**config.mk**
```make
export PLATFORM = sky130hd
export DESIGN_NAME = unified_mem_arbiter
export DESIGN_NICKNAME = d
export VERILOG_FILES = /design/src/rtl/unified_mem_arbiter.sv
export SDC_FILE = /design/constraint.sdc
export NUM_CORES = 1
export LEC_CHECK = 0
export BUFFER_PORTS_ARGS = -buffer_cell sky130_fd_sc_hd__buf_2
export CORE_AREA = 4 4 81 83
export CTS_CLUSTER_DIAMETER = 40
export DETAILED_ROUTE_END_ITERATION = 12
export DIE_AREA = 0 0 85 87
export PLACE_DENSITY = 0.65
export REMOVE_ABC_BUFFERS = 1
export SLEW_MARGIN = 5
export SYNTH_ARGS = -nofsm -noshare
export SYNTH_HDL_FRONTEND = slang
export SYNTH_SLANG_ARGS = --single-unit
```
**constraint.sdc**
```tcl
create_clock -name clock -period 2 [get_ports clock]
set_input_delay 0.6 -clock clock [delete_from_list [all_inputs] [get_ports clock]]
set_output_delay 0.6 -clock clock [all_outputs]
set_load 0.1 [all_outputs]
```
**src/rtl/unified_mem_arbiter.sv**
```systemverilog
// Shares one single-port, 1-cycle-read-latency memory between instruction fetch (I) and load/store (D).
// Optional MEM_ARB_STARVE_GUARD_EN bounds how many consecutive D grants can hold off a pending I request.
module unified_mem_arbiter #(
    parameter int ADDR_WIDTH  = 12,
    parameter int DATA_WIDTH  = 32,
    parameter int MAX_D_BURST = 4
) (
    input  logic                  clock,
    input  logic                  reset_n,
    input  logic                  i_req,
    input  logic [ADDR_WIDTH-1:0] i_addr,
    output logic                  i_gnt,
    output logic                  i_rvalid,
    output logic [DATA_WIDTH-1:0] i_rdata,
    input  logic                  d_req,
    input  logic                  d_we,
    input  logic [3:0]            d_be,
    input  logic [ADDR_WIDTH-1:0] d_addr,
    input  logic [DATA_WIDTH-1:0] d_wdata,
    output logic                  d_gnt,
    output logic                  d_rvalid,
    output logic [DATA_WIDTH-1:0] d_rdata,
    output logic                  mem_enable,
    output logic                  mem_we,
    output logic [3:0]            mem_byte_enable,
    output logic [ADDR_WIDTH-1:0] mem_address,
    output logic [DATA_WIDTH-1:0] mem_write_data,
    input  logic [DATA_WIDTH-1:0] mem_read_data
);

    typedef enum logic [1:0] {
        OWN_NONE = 2'd0,
        OWN_I    = 2'd1,
        OWN_D    = 2'd2
    } owner_t;

    owner_t r_resp_owner;
    owner_t w_resp_owner_next;
    logic   w_force_i;

`ifdef MEM_ARB_STARVE_GUARD_EN
    localparam int                  STREAK_W   = $clog2(MAX_D_BURST + 1);
    localparam logic [STREAK_W-1:0] STREAK_MAX = STREAK_W'(MAX_D_BURST);

    logic [STREAK_W-1:0] r_d_streak;
    logic [STREAK_W-1:0] w_d_streak_next;

    assign w_force_i = (r_d_streak == STREAK_MAX);

    // Counts D grants that overtook a waiting I; any I grant or idle I cycle restarts the count.
    always_comb begin
        w_d_streak_next = r_d_streak;
        if (!i_req || i_gnt) begin
            w_d_streak_next = '0;
        end else if (d_gnt && (r_d_streak != STREAK_MAX)) begin
            w_d_streak_next = r_d_streak + 1'b1;
        end
    end

    always_ff @(posedge clock or negedge reset_n) begin
        if (!reset_n) begin
            r_d_streak <= '0;
        end else begin
            r_d_streak <= w_d_streak_next;
        end
    end
`else
    assign w_force_i = 1'b0;

    // MAX_D_BURST only shapes arbitration when the guard is built in.
    if (MAX_D_BURST < 1) begin : g_max_d_burst_unused
    end
`endif

    assign d_gnt = d_req & ~(i_req & w_force_i);
    assign i_gnt = i_req & ~d_gnt;

    always_comb begin
        mem_enable      = 1'b0;
        mem_we          = 1'b0;
        mem_byte_enable = 4'b0000;
        mem_address     = '0;
        mem_write_data  = '0;
        if (d_gnt) begin
            mem_enable      = 1'b1;
            mem_we          = d_we;
            mem_byte_enable = d_be;
            mem_address     = d_addr;
            mem_write_data  = d_wdata;
        end else if (i_gnt) begin
            mem_enable      = 1'b1;
            mem_byte_enable = 4'b1111;
            mem_address     = i_addr;
        end
    end

    // The owner of next cycle's read data is whoever was granted a read this cycle.
    always_comb begin
        w_resp_owner_next = OWN_NONE;
        if (d_gnt && !d_we) begin
            w_resp_owner_next = OWN_D;
        end else if (i_gnt) begin
            w_resp_owner_next = OWN_I;
        end
    end

    always_ff @(posedge clock or negedge reset_n) begin
        if (!reset_n) begin
            r_resp_owner <= OWN_NONE;
        end else begin
            r_resp_owner <= w_resp_owner_next;
        end
    end

    assign i_rvalid = (r_resp_owner == OWN_I);
    assign d_rvalid = (r_resp_owner == OWN_D);
    assign i_rdata  = i_rvalid ? mem_read_data : '0;
    assign d_rdata  = d_rvalid ? mem_read_data : '0;

endmodule

```
==> flow_metrics.env <==
export IMPL_p_clk_share_pct=8.3
export IMPL_regMostFlops="r_resp_owner"
export IMPL_critPathMaxStageDelay_ps=180
export IMPL_status="finished, violations left"
export IMPL_setup_viol=1
export IMPL_maxCapViolations=0
export IMPL_violations="negative setup slack"
export IMPL_rsz0062_at_grt="yes"
export IMPL_gr_total_overflow=0
export IMPL_fp_coreArea_mm2=0.00585
export IMPL_n_antenna_cell=0
export IMPL_io_pins=215
export IMPL_crit_fanout=15
export IMPL_grt_pass1_wl_um=9690
export IMPL_syn_to_final_growth_pct=361
export IMPL_dieHeight_um=87
export IMPL_remaining_drc_errors=0
export IMPL_p_seq_share_pct=2.3
export IMPL_critical_path_class="in -> out"
export IMPL_leakagePower_nw=2.02
export IMPL_p_int_mw=0.799
export IMPL_row_count=28
export IMPL_clk_pin_slew_ps=30
export IMPL_worstPathRequired_ps=1400
export IMPL_clock_path_buffers=2
export IMPL_finalInstanceArea_mm2=0.00418
export IMPL_clock_sinks=2
export IMPL_switchingPower_mw=1.09
export IMPL_cts_buffers=3
export IMPL_die_area_mm2=0.00740
export IMPL_track_usage_pct=16.6
export IMPL_drv_slew=0
export IMPL_fmax_ghz=0.499
export IMPL_worst_pin_slew_ps=293
export IMPL_reg_top3="r_resp_owner (2)"
export IMPL_synth_seq_cells=2
export IMPL_antenna_found_initial=1
export IMPL_ys_seq_area_share_pct=5.52
export IMPL_layout_setup_ws_ps=-4.66
export IMPL_place_hpwl_um=6030
export IMPL_cp_arrival_ps=1400
export IMPL_cp_cell_sequence="buf_2, nor2b_4, buf_12, a22o_1, buf_12"
export IMPL_totalWireLength_um=7340
export IMPL_timing_setup_tns_ps=-4.66
export IMPL_final_util_pct=71.5
export IMPL_hp_class="in -> async"
export IMPL_syn_area_per_cell_um2=6.72
export IMPL_dpl_instance_area_mm2=0.00388
export IMPL_startpoint_type="input port"
export IMPL_power_density_mw_per_mm2=451
export IMPL_period_minus_slack_ps=2000
export IMPL_cp_common_cell="buf_12"
export IMPL_largest_register_ffs=2
export IMPL_peakVddDrop_mv=0.275
export IMPL_wl_per_cell_um=17.2
export IMPL_grt_max_degree=34
export IMPL_synth_cell_types=11
export IMPL_mappedNetlistArea_um2=907
export IMPL_via_per_inst=4.30
export IMPL_p_comb_share_pct=89.4
export IMPL_drtIter0Drc=27
export IMPL_cts_tree="yes"
export IMPL_first_global_vias=1939
export IMPL_cp_end_kind="primary output"
export IMPL_dr_pass1_iters=4
export IMPL_finalCritPeriodShare_pct=100
export IMPL_ant_nets=0
export IMPL_finalNetCount=450
export IMPL_ys_warn_count=0
export IMPL_slew_headroom_pct=80.5
export IMPL_portBuffers=214
export IMPL_final_layout_size_suffix_gt1_share_pct=87.7
export IMPL_dr_total_vias=1833
export IMPL_timing_final_hold_violations=0
export IMPL_start_util_pct=15.5
export IMPL_cts_root_buf="clkbuf_8"
export IMPL_cts_max_level=1
export IMPL_place_gp_congestion=0.779
export IMPL_cp_slowest_cell="a22o_1"
export IMPL_die_w_um=85
export IMPL_postSynthCellCount=135
export IMPL_sw_frac_of_total_pct=57.6
-- cells in the final DEF, fill, tap and decap left out --
cell type	instances
nor2b_4	1
and2b_2	1
nor2b_1	2
clkbuf_8	3
and2_1	22
or2_4	1
dfrtp_1	2
buf_6	2
buf_2	96
a21o_1	4
buf_4	6
clkbuf_16	1
and2_4	75
buf_12	122
a22o_1	12
and2b_1	1
-- routing by layer --
| metal | share of wire [%] | vias to the layer above | track usage [%] |
|---|---|---|---|
| met5 | 0.18 | - | 0 |
| met4 | 2.8 | 2 | 6.62 |
| met3 | 11 | 16 | 6.05 |
| met2 | 57 | 138 | 34.3 |
| met1 | 29 | 821 | 14.1 |
| li1 | - | 856 | - |
-- cells in the mapped netlist --
| cell | instances | area, um^2 |
|---|---|---|
| buf_2 | 3 | 15.0 |
| dfrtp_1 | 2 | 50.1 |
| a21o_1 | 4 | 30.0 |
| or2_2 | 1 | 6.26 |
| a22o_1 | 12 | 105 |
| buf_6 | 2 | 22.5 |
| and2b_1 | 2 | 15.0 |
| nor2b_1 | 3 | 18.8 |
| and2_1 | 97 | 607 |
| buf_4 | 1 | 7.51 |
| clkbuf_1 | 8 | 30.0 |
-- kinds of logic (layout without fill, tap and decap cells) --
family	Yosys count	count (layout)	share of synthesized area, %
AO/OA/AOI/OAI	16	16	14.9
AND/OR/NAND/NOR	103	103	71.3
buffers and inverters	14	230	8.28
flip-flops	2	2	5.52
-- worst max-delay path: cells and delay by family --
kind / cells / cell delay, ps
compound gates: 1 / 180
buf+inv: 3 / 470
simple gates: 1 / 140
-- power by group through the flow --
stage	clock [mW]	combinational [mW]	sequential (mW)
2_1_floorplan	0	0.916	0.0438
3_3_place_gp	0	1.59	0.0439
3_5_place_dp	0	1.61	0.0439
4_1_cts	0.164	1.62	0.0435
5_1_grt	0.172	1.73	0.0441
6_report	0.157	1.69	0.0436
-- metrics by stage --
stage	std cells	hold slack [ps]	total power, mW	setup slack [ps]
2_1_floorplan	121	304	0.960	-914
3_3_place_gp	418	385	1.64	-44.1
3_5_place_dp	418	388	1.65	-82.1
4_1_cts	422	165	1.82	-6.79
5_1_grt	426	163	1.94	-63.5
6_report	426	172	1.89	-4.66
-- final timing paths --
path / depth (start not counted) / to / from / slack, ps
max in group asynchronous: 1 / r_resp_owner[0]$_DFF_PN0_ / reset_n / 1730
setup / recovery: 5 / mem_address[7] / d_req / -5
hold / removal: 1 / r_resp_owner[1]$_DFF_PN0_ / reset_n / 170
min in group clock: 2 / r_resp_owner[1]$_DFF_PN0_ / d_we / 560
-- final cells by class --
type,instances,area (um^2)
timing repair buffer,227,3020
fill,368,1670
multi-input combinational,119,981
sequential,2,50.0
tap,75,93.8
clock buffer,3,41.3
-- what timing repair did --
item / CTS / global route
pin swaps: 1 / 6
cloned: 0 / 1
buffers inserted: 2 / 3
hold buffers: 0 / 0
endpoints found under the setup margin: 19 / 103
gates resized for setup: 6 / 75
No activity file was read; power rests on OpenSTA's default activity.
